<file path="src/rtl/huffman_bit_packer.sv">
// Packs 1..MAX_LEN-bit codewords MSB-first into bytes, with zero-padded flush.
// Optional HUFF_PACK_STATS_EN adds a 16-bit emitted-byte counter port.
module huffman_bit_packer #(
  parameter int unsigned MAX_LEN = 8
) (
  input  logic               clk,
  input  logic               rst,
  input  logic [MAX_LEN-1:0] code_in,
  input  logic [3:0]         len_in,
  input  logic               code_valid,
  input  logic               flush,
  output logic [7:0]         out,
  output logic               valid,
  output logic               busy,
  output logic               flush_done,
  output logic               err
`ifdef HUFF_PACK_STATS_EN
  ,
  output logic [15:0]        byte_count
`endif
);

  typedef enum logic {RUN, FLUSH} state_t;

  localparam logic [3:0] MAX_L4 = 4'(MAX_LEN);

  state_t      state_q, state_d;
  logic [15:0] acc_q, acc_d, acc_n;
  logic [3:0]  cnt_q, cnt_d;
  logic [3:0]  add_len, n;
  logic [15:0] code_ext, mask;
  logic [4:0]  shamt;
  logic [7:0]  out_d;
  logic        valid_d, done_d, err_d, accept;

  assign busy = (state_q == FLUSH);

  always_comb begin
    accept   = code_valid && (len_in != 4'd0) && (len_in <= MAX_L4);
    add_len  = accept ? len_in : '0;
    n        = cnt_q + add_len;
    code_ext = 16'(code_in);
    mask     = (16'd1 << len_in) - 16'd1;
    shamt    = 5'd16 - {1'b0, n};
    // Bits below the fill point are always zero, so OR-ing the aligned codeword appends it.
    acc_n    = accept ? (acc_q | ((code_ext & mask) << shamt)) : acc_q;

    state_d = state_q;
    acc_d   = acc_q;
    cnt_d   = cnt_q;
    out_d   = out;
    valid_d = 1'b0;
    done_d  = 1'b0;
    err_d   = err;

    if (state_q == FLUSH) begin
      out_d   = acc_q[15:8];
      valid_d = 1'b1;
      done_d  = 1'b1;
      acc_d   = '0;
      cnt_d   = '0;
      state_d = RUN;
    end else begin
      if (code_valid && (len_in > MAX_L4)) err_d = 1'b1;
      if (n >= 4'd8) begin
        out_d   = acc_n[15:8];
        valid_d = 1'b1;
        acc_d   = {acc_n[7:0], 8'h00};
        cnt_d   = n - 4'd8;
      end else begin
        acc_d = acc_n;
        cnt_d = n;
      end
      if (flush) begin
        if (n >= 4'd9) begin
          state_d = FLUSH;
        end else begin
          done_d = 1'b1;
          acc_d  = '0;
          cnt_d  = '0;
          if ((n != 4'd0) && (n < 4'd8)) begin
            out_d   = acc_n[15:8];
            valid_d = 1'b1;
          end
        end
      end
    end
  end

  always_ff @(posedge clk or negedge rst) begin
    if (!rst) begin
      state_q    <= RUN;
      acc_q      <= '0;
      cnt_q      <= '0;
      out        <= '0;
      valid      <= 1'b0;
      flush_done <= 1'b0;
      err        <= 1'b0;
    end else begin
      state_q    <= state_d;
      acc_q      <= acc_d;
      cnt_q      <= cnt_d;
      out        <= out_d;
      valid      <= valid_d;
      flush_done <= done_d;
      err        <= err_d;
    end
  end

`ifdef HUFF_PACK_STATS_EN
  always_ff @(posedge clk or negedge rst) begin
    if (!rst)         byte_count <= '0;
    else if (valid_d) byte_count <= byte_count + 16'd1;
  end
`endif

endmodule

</file>
<file path="config.mk">
export PLATFORM = sky130hd
export DESIGN_NAME = huffman_bit_packer
export DESIGN_NICKNAME = d
export VERILOG_FILES = /design/src/rtl/huffman_bit_packer.sv
export SDC_FILE = /design/constraint.sdc
export NUM_CORES = 1
export LEC_CHECK = 0
export ABC_CLOCK_PERIOD_IN_PS = 6000
export BUFFER_PORTS_ARGS = -buffer_cell sky130_fd_sc_hd__clkbuf_2
export CORE_ASPECT_RATIO = 0.6
export CORE_MARGIN = 3
export CORE_UTILIZATION = 44
export CTS_CLUSTER_DIAMETER = 200
export CTS_CLUSTER_SIZE = 28
export DETAILED_ROUTE_END_ITERATION = 6
export PLACE_DENSITY_LB_ADDON = 0.05
export SLEW_MARGIN = 20
export SYNTH_ARGS = -nofsm -noshare
export SYNTH_HDL_FRONTEND = slang
export SYNTH_SLANG_ARGS = --single-unit
</file>
<file path="constraint.sdc">
create_clock -name clk -period 6 [get_ports clk]
set_input_delay 1.2 -clock clk [delete_from_list [all_inputs] [get_ports clk]]
set_output_delay 1.2 -clock clk [all_outputs]
set_load 0.05 [all_outputs]
</file>
# ---- After elaboration in Yosys (flattened, before gate mapping)
# Index checks and enable logic that the tools add are counted.
dict set report classes {
  muxes 26
  magnitude_cmp 5
  n_reduce_logical 7
  bitwise_logic 3
  add_sub_neg 4
  shifts 2
}
# operator count
set ops {}
lappend ops {{$mux 16} 5}
lappend ops {{$mux 8} 5}
lappend ops {{$mux 4} 5}
lappend ops {{$and 8x16->16} 1}
lappend ops {{$or 16x16->16} 1}
lappend ops {{$shl 1x4->16 const A} 1}
lappend ops {{$shl 16x5->16} 1}
lappend ops {{$sub 16x1->16 const B} 1}
lappend ops {{$mux 1} 11}
lappend ops {{$ge 4x4->1 const B} 2}
lappend ops {{$reduce_bool 4->1} 2}
lappend ops {{$sub 5x4->5 const A} 1}
lappend ops {{$add 4x4->4} 1}
lappend ops {{$gt 4x4->1 const B} 1}
lappend ops {{$le 4x4->1 const B} 1}
lappend ops {{$logic_and 1x1->1} 4}
lappend ops {{$lt 4x4->1 const B} 1}
lappend ops {{$sub 4x4->4 const B} 1}
lappend ops {{$reduce_and 2->1} 1}
lappend ops {{$not 1->1} 1}
dict set report word_totals {
  output_inout_bits 12
  register_bits 32
  inputBits 16
  elab_cells 54
}

# ---- Depth between registers and ports, before layout
dict set report depth {
  depth_word 14
  mapped_depth 15
}

# ---- Least setup slack after synthesis
# OpenSTA, ideal clock, no wires.
dict set report synth_timing {
  path_type {input -> register}
  from {input len_in[3]}
  to {register acc_q[9]}
  path_buffers 2
  slack_ns 1.816
  cell_stages 14
  arrival_time_ns 4.085
  cell_sequence {buf_2 inv_1 and3_1 ha_1 fa_1 inv_1 ha_1 buf_2 or3b_1 a2111oi_0 o31ai_1 nor2_1 o32ai_1 a311oi_1}
}
dict set report synth_via {
  elab_chain_len 13
  word_cells_on_any_way 19
}
# element line
set synth_rtl {}
lappend synth_rtl {{start: declaration} 9} ;# input logic [3:0] len_in,
lappend synth_rtl {{parallel branches: the longest is 11 deep, another holds $sub 5x4->5} n/a}
lappend synth_rtl {{$mux 16 *} 74} ;# if (flush) begin
lappend synth_rtl {{$mux 16 *} 56} ;# if (state_q == FLUSH) begin
lappend synth_rtl {{via acc_d[9]} 28} ;# logic [15:0] acc_q, acc_d, acc_n;
lappend synth_rtl {{end signal: assignment} 93} ;# acc_q <= '0;
lappend synth_rtl {{end signal: assignment} 101} ;# acc_q <= acc_d;
lappend synth_rtl {{end: declaration} 28}
# Mark *: on every way through the listed nets, which the timed path passes.
# A chain may end at the register's enable or synchronous reset.

# ---- Worst setup path after layout
# Same ends and word-level chain as after synthesis.

==> metrics.txt <==
crit path cell chain=clkbuf_2 > inv_1 > and3_1 > ha_1 > fa_1 > inv_1 > ha_1 > or3b_1 > a2111oi_0 > o31ai_1 > nor2_1 > o32ai_1 > a311oi_1; setup TNS=0 ns; Vias=between 2k and 2.5k; vias in the first global route=approximately 2.2k; CTS buffer count=5; actual slew at the worst max-slew pin=0.828 ns; Antenna diodes=0; Setup crit end kind=flop; Synth top cells by count=dfrtp_1, nor2_1, a21oi_1, nand2_1; Area contributors post-synth=dfrtp_1, a21oi_1, a211oi_1; Fillers=~530; gpl congestion=0.892; 1st-pass router iterations=4; Hold Path Cell Cnt=1; # IOs=28; Crit-path slowest cell=fa_1; #FFs+latches synth=32; critical path class=input port to flop; Mapped Avg Cell Area=between 8 and 9 um^2; crit share post-route=roughly 77%; Final Max Slew Viols=0; CTS tree=built; first-pass GRT wire length=11.6 mm; die area=a little under 7000 um^2; Initial DRC Count=between 150 and 200; Total Wirelength=between 6 and 7 mm; cell family with most CP delay=adder cells; worst r2r path cells=10; CTS root buffer=clkbuf_8; count leader, synth=dfrtp_1; post-synthesis sequential area ratio=31.7%; Synth top area share=between 30% and 40%; setup violators final=0; max cap viols=0; Worst slew margin=between 40 and 50%; cell taking the most area after synthesis=dfrtp_1; Initial Util=47.7%; Syn Nets=about 320; layout cells sized above 1=between 10% and 20%; register clock-pin slew on the reported worst setup and hold paths=0.08 ns; postcts setup bufs=0; initial antenna violation count=0; Setup WS post-layout=~1.4 ns; Main synth FF type=dfrtp_1; CP required=around 6.2 ns; HP Class=flop to flop; Pwr Density=417 nW/um^2; Min-Delay Startpoint=err; crit path DAT=about 4.8 ns; Worst Setup Start Kind=input port; worst r2r src=cnt_q[0]; H-Tree Depth=2; RSZ-0062 raised after global routing=no; post-place setup slack=1.18 ns; worst-case clock buffer depth=2; GRT Residual Overflow=0; Core Util, Final=a little over half; Layout Nets=~340; Hold EP=err; reg-to-reg endpoint=acc_q[9]; post-cts gate resize count=0; cell area after synthesis=about 2500 um^2; Synth Instances=294; row cnt=20; Ys Warns=0; Routed WL per cell=between 15 and 20 um; ANT nets after route=0; overall die width=about 100 um; r2r setup slk=between 2 and 3 ns; ys async rst share=100%; total track usage=21.7%; port bufs=27; largest net degree at the start of global routing=33; P_leak=roughly 1.2 nW; fmax=0.218 GHz; core area=~5300 um^2; Area Overhead vs Synth=10.8%; CP Max Fanout=20; total clock sinks=32; Worst-Skew Late Latency=between 0.2 and 0.3 ns; Hold-fix buffers, CTS=0; post-layout min period=4.60 ns; CP peak stage delay=around 0.48 ns; Yosys cell types=68; Worst Path Buf+Inv=3; EDFF count, synth=0; Worst Skew=about 0.0068 ns; Hold Violations, Final=0; Vias/cell=6.03; Die H=about 65 um; status=completed; placed wire-length estimate=roughly 5.1 mm; VDD IR max=0.000174 V; Remaining DRCs=0
-- per-layer routing --
| metal | up-vias | track usage [%] | wire length, um |
|---|---|---|---|
| li1 | 1157 | - | - |
| met1 | 1108 | 35.4 | 3620 |
| met2 | 73 | 28.6 | 2720 |
| met3 | 6 | 3.68 | 506 |
| met4 | 0 | 5.14 | 56 |
| met5 | - | 0 | 0 |
-- flip-flops by register name, summed over array words and instances (netlist names) --
| signal | flops |
|---|---|
| err | 1 |
| out | 8 |
| cnt_q | 4 |
| flush_done | 1 |
| acc_q | 16 |
| valid | 1 |
| busy | 1 |
-- placed cells by master, fill, tap and decap left out, drive strengths merged, types with 3 or more instances in the layout --
cell type / instances
a21oi: 25
clkbuf: 32
buf: 3
a311oi: 4
o31ai: 5
or3b: 5
a211oi: 15
or3: 3
a221oi: 6
o32ai: 3
nor3b: 3
dfrtp: 32
o211ai: 4
o21ai: 9
a2111oi: 3
o2bb2ai: 3
nor4: 3
nand2: 19
xnor2: 4
and3: 5
nand3b: 7
o22ai: 6
nor2: 26
inv: 15
ha: 7
nor3: 11
nand3: 11
mux2i: 6
-- final cells by class --
cell class	count	area (um^2)	area share, %
Sequential cell	32	801	28.6
Clock buffer	5	68.8	2.45
Timing Repair Buffer	30	158	5.62
Tap cell	77	96.3	3.44
Multi-Input combinational cell	227	1580	56.4
Clock inverter	3	42.5	1.52
Inverter	15	56.3	2.01
-- per-stage QoR --
step           instances  area [um^2]  hold WS [ns]  power [W]
3_5_place_dp         381         2690         0.459   0.000952
3_3_place_gp         381         2690         0.461   0.000955
5_1_grt              389         2800         0.496    0.00126
2_1_floorplan        294         2530         0.464   0.000796
4_1_cts              389         2800         0.481    0.00117
6_report             389         2800         0.482    0.00117
-- cells by family (layout without fill, tap and decap cells) --
family / Yosys count / count (layout) / synth area share [%]
compound gates: 99 / 99 / 29.6
xor+xnor: 6 / 6 / 2.62
fa+ha+maj: 8 / 8 / 4.25
buf+inv: 35 / 53 / 5.84
flops: 32 / 32 / 31.7
mux: 7 / 7 / 3.12
other cells: 1 / 1 / 0.148
simple gates: 106 / 106 / 22.8
-- power by group --
part           leakage, nW  switching [W]  internal [W]
logic                0.700       0.000450      0.000211
registers            0.414      0.0000307      0.000263
clock network       0.0541      0.0000925      0.000123
total                 1.17       0.000573      0.000597
-- how the worst max path moves through the flow --
| stage | startpoint | end | slack [ns] | cells after the start |
|---|---|---|---|---|
| 2_1_floorplan | len_in[3] | acc_q[9] | 1.82 | 14 |
| 3_3_place_gp | len_in[3] | acc_q[15] | 1.32 | 12 |
| 3_5_place_dp | len_in[3] | acc_q[9] | 1.18 | 13 |
| 4_1_cts | len_in[3] | acc_q[9] | 1.48 | 13 |
| 5_1_grt | len_in[3] | acc_q[9] | 1.05 | 13 |
| 6_report | len_in[3] | acc_q[9] | 1.40 | 13 |
No activity file was read; power rests on OpenSTA's default activity.
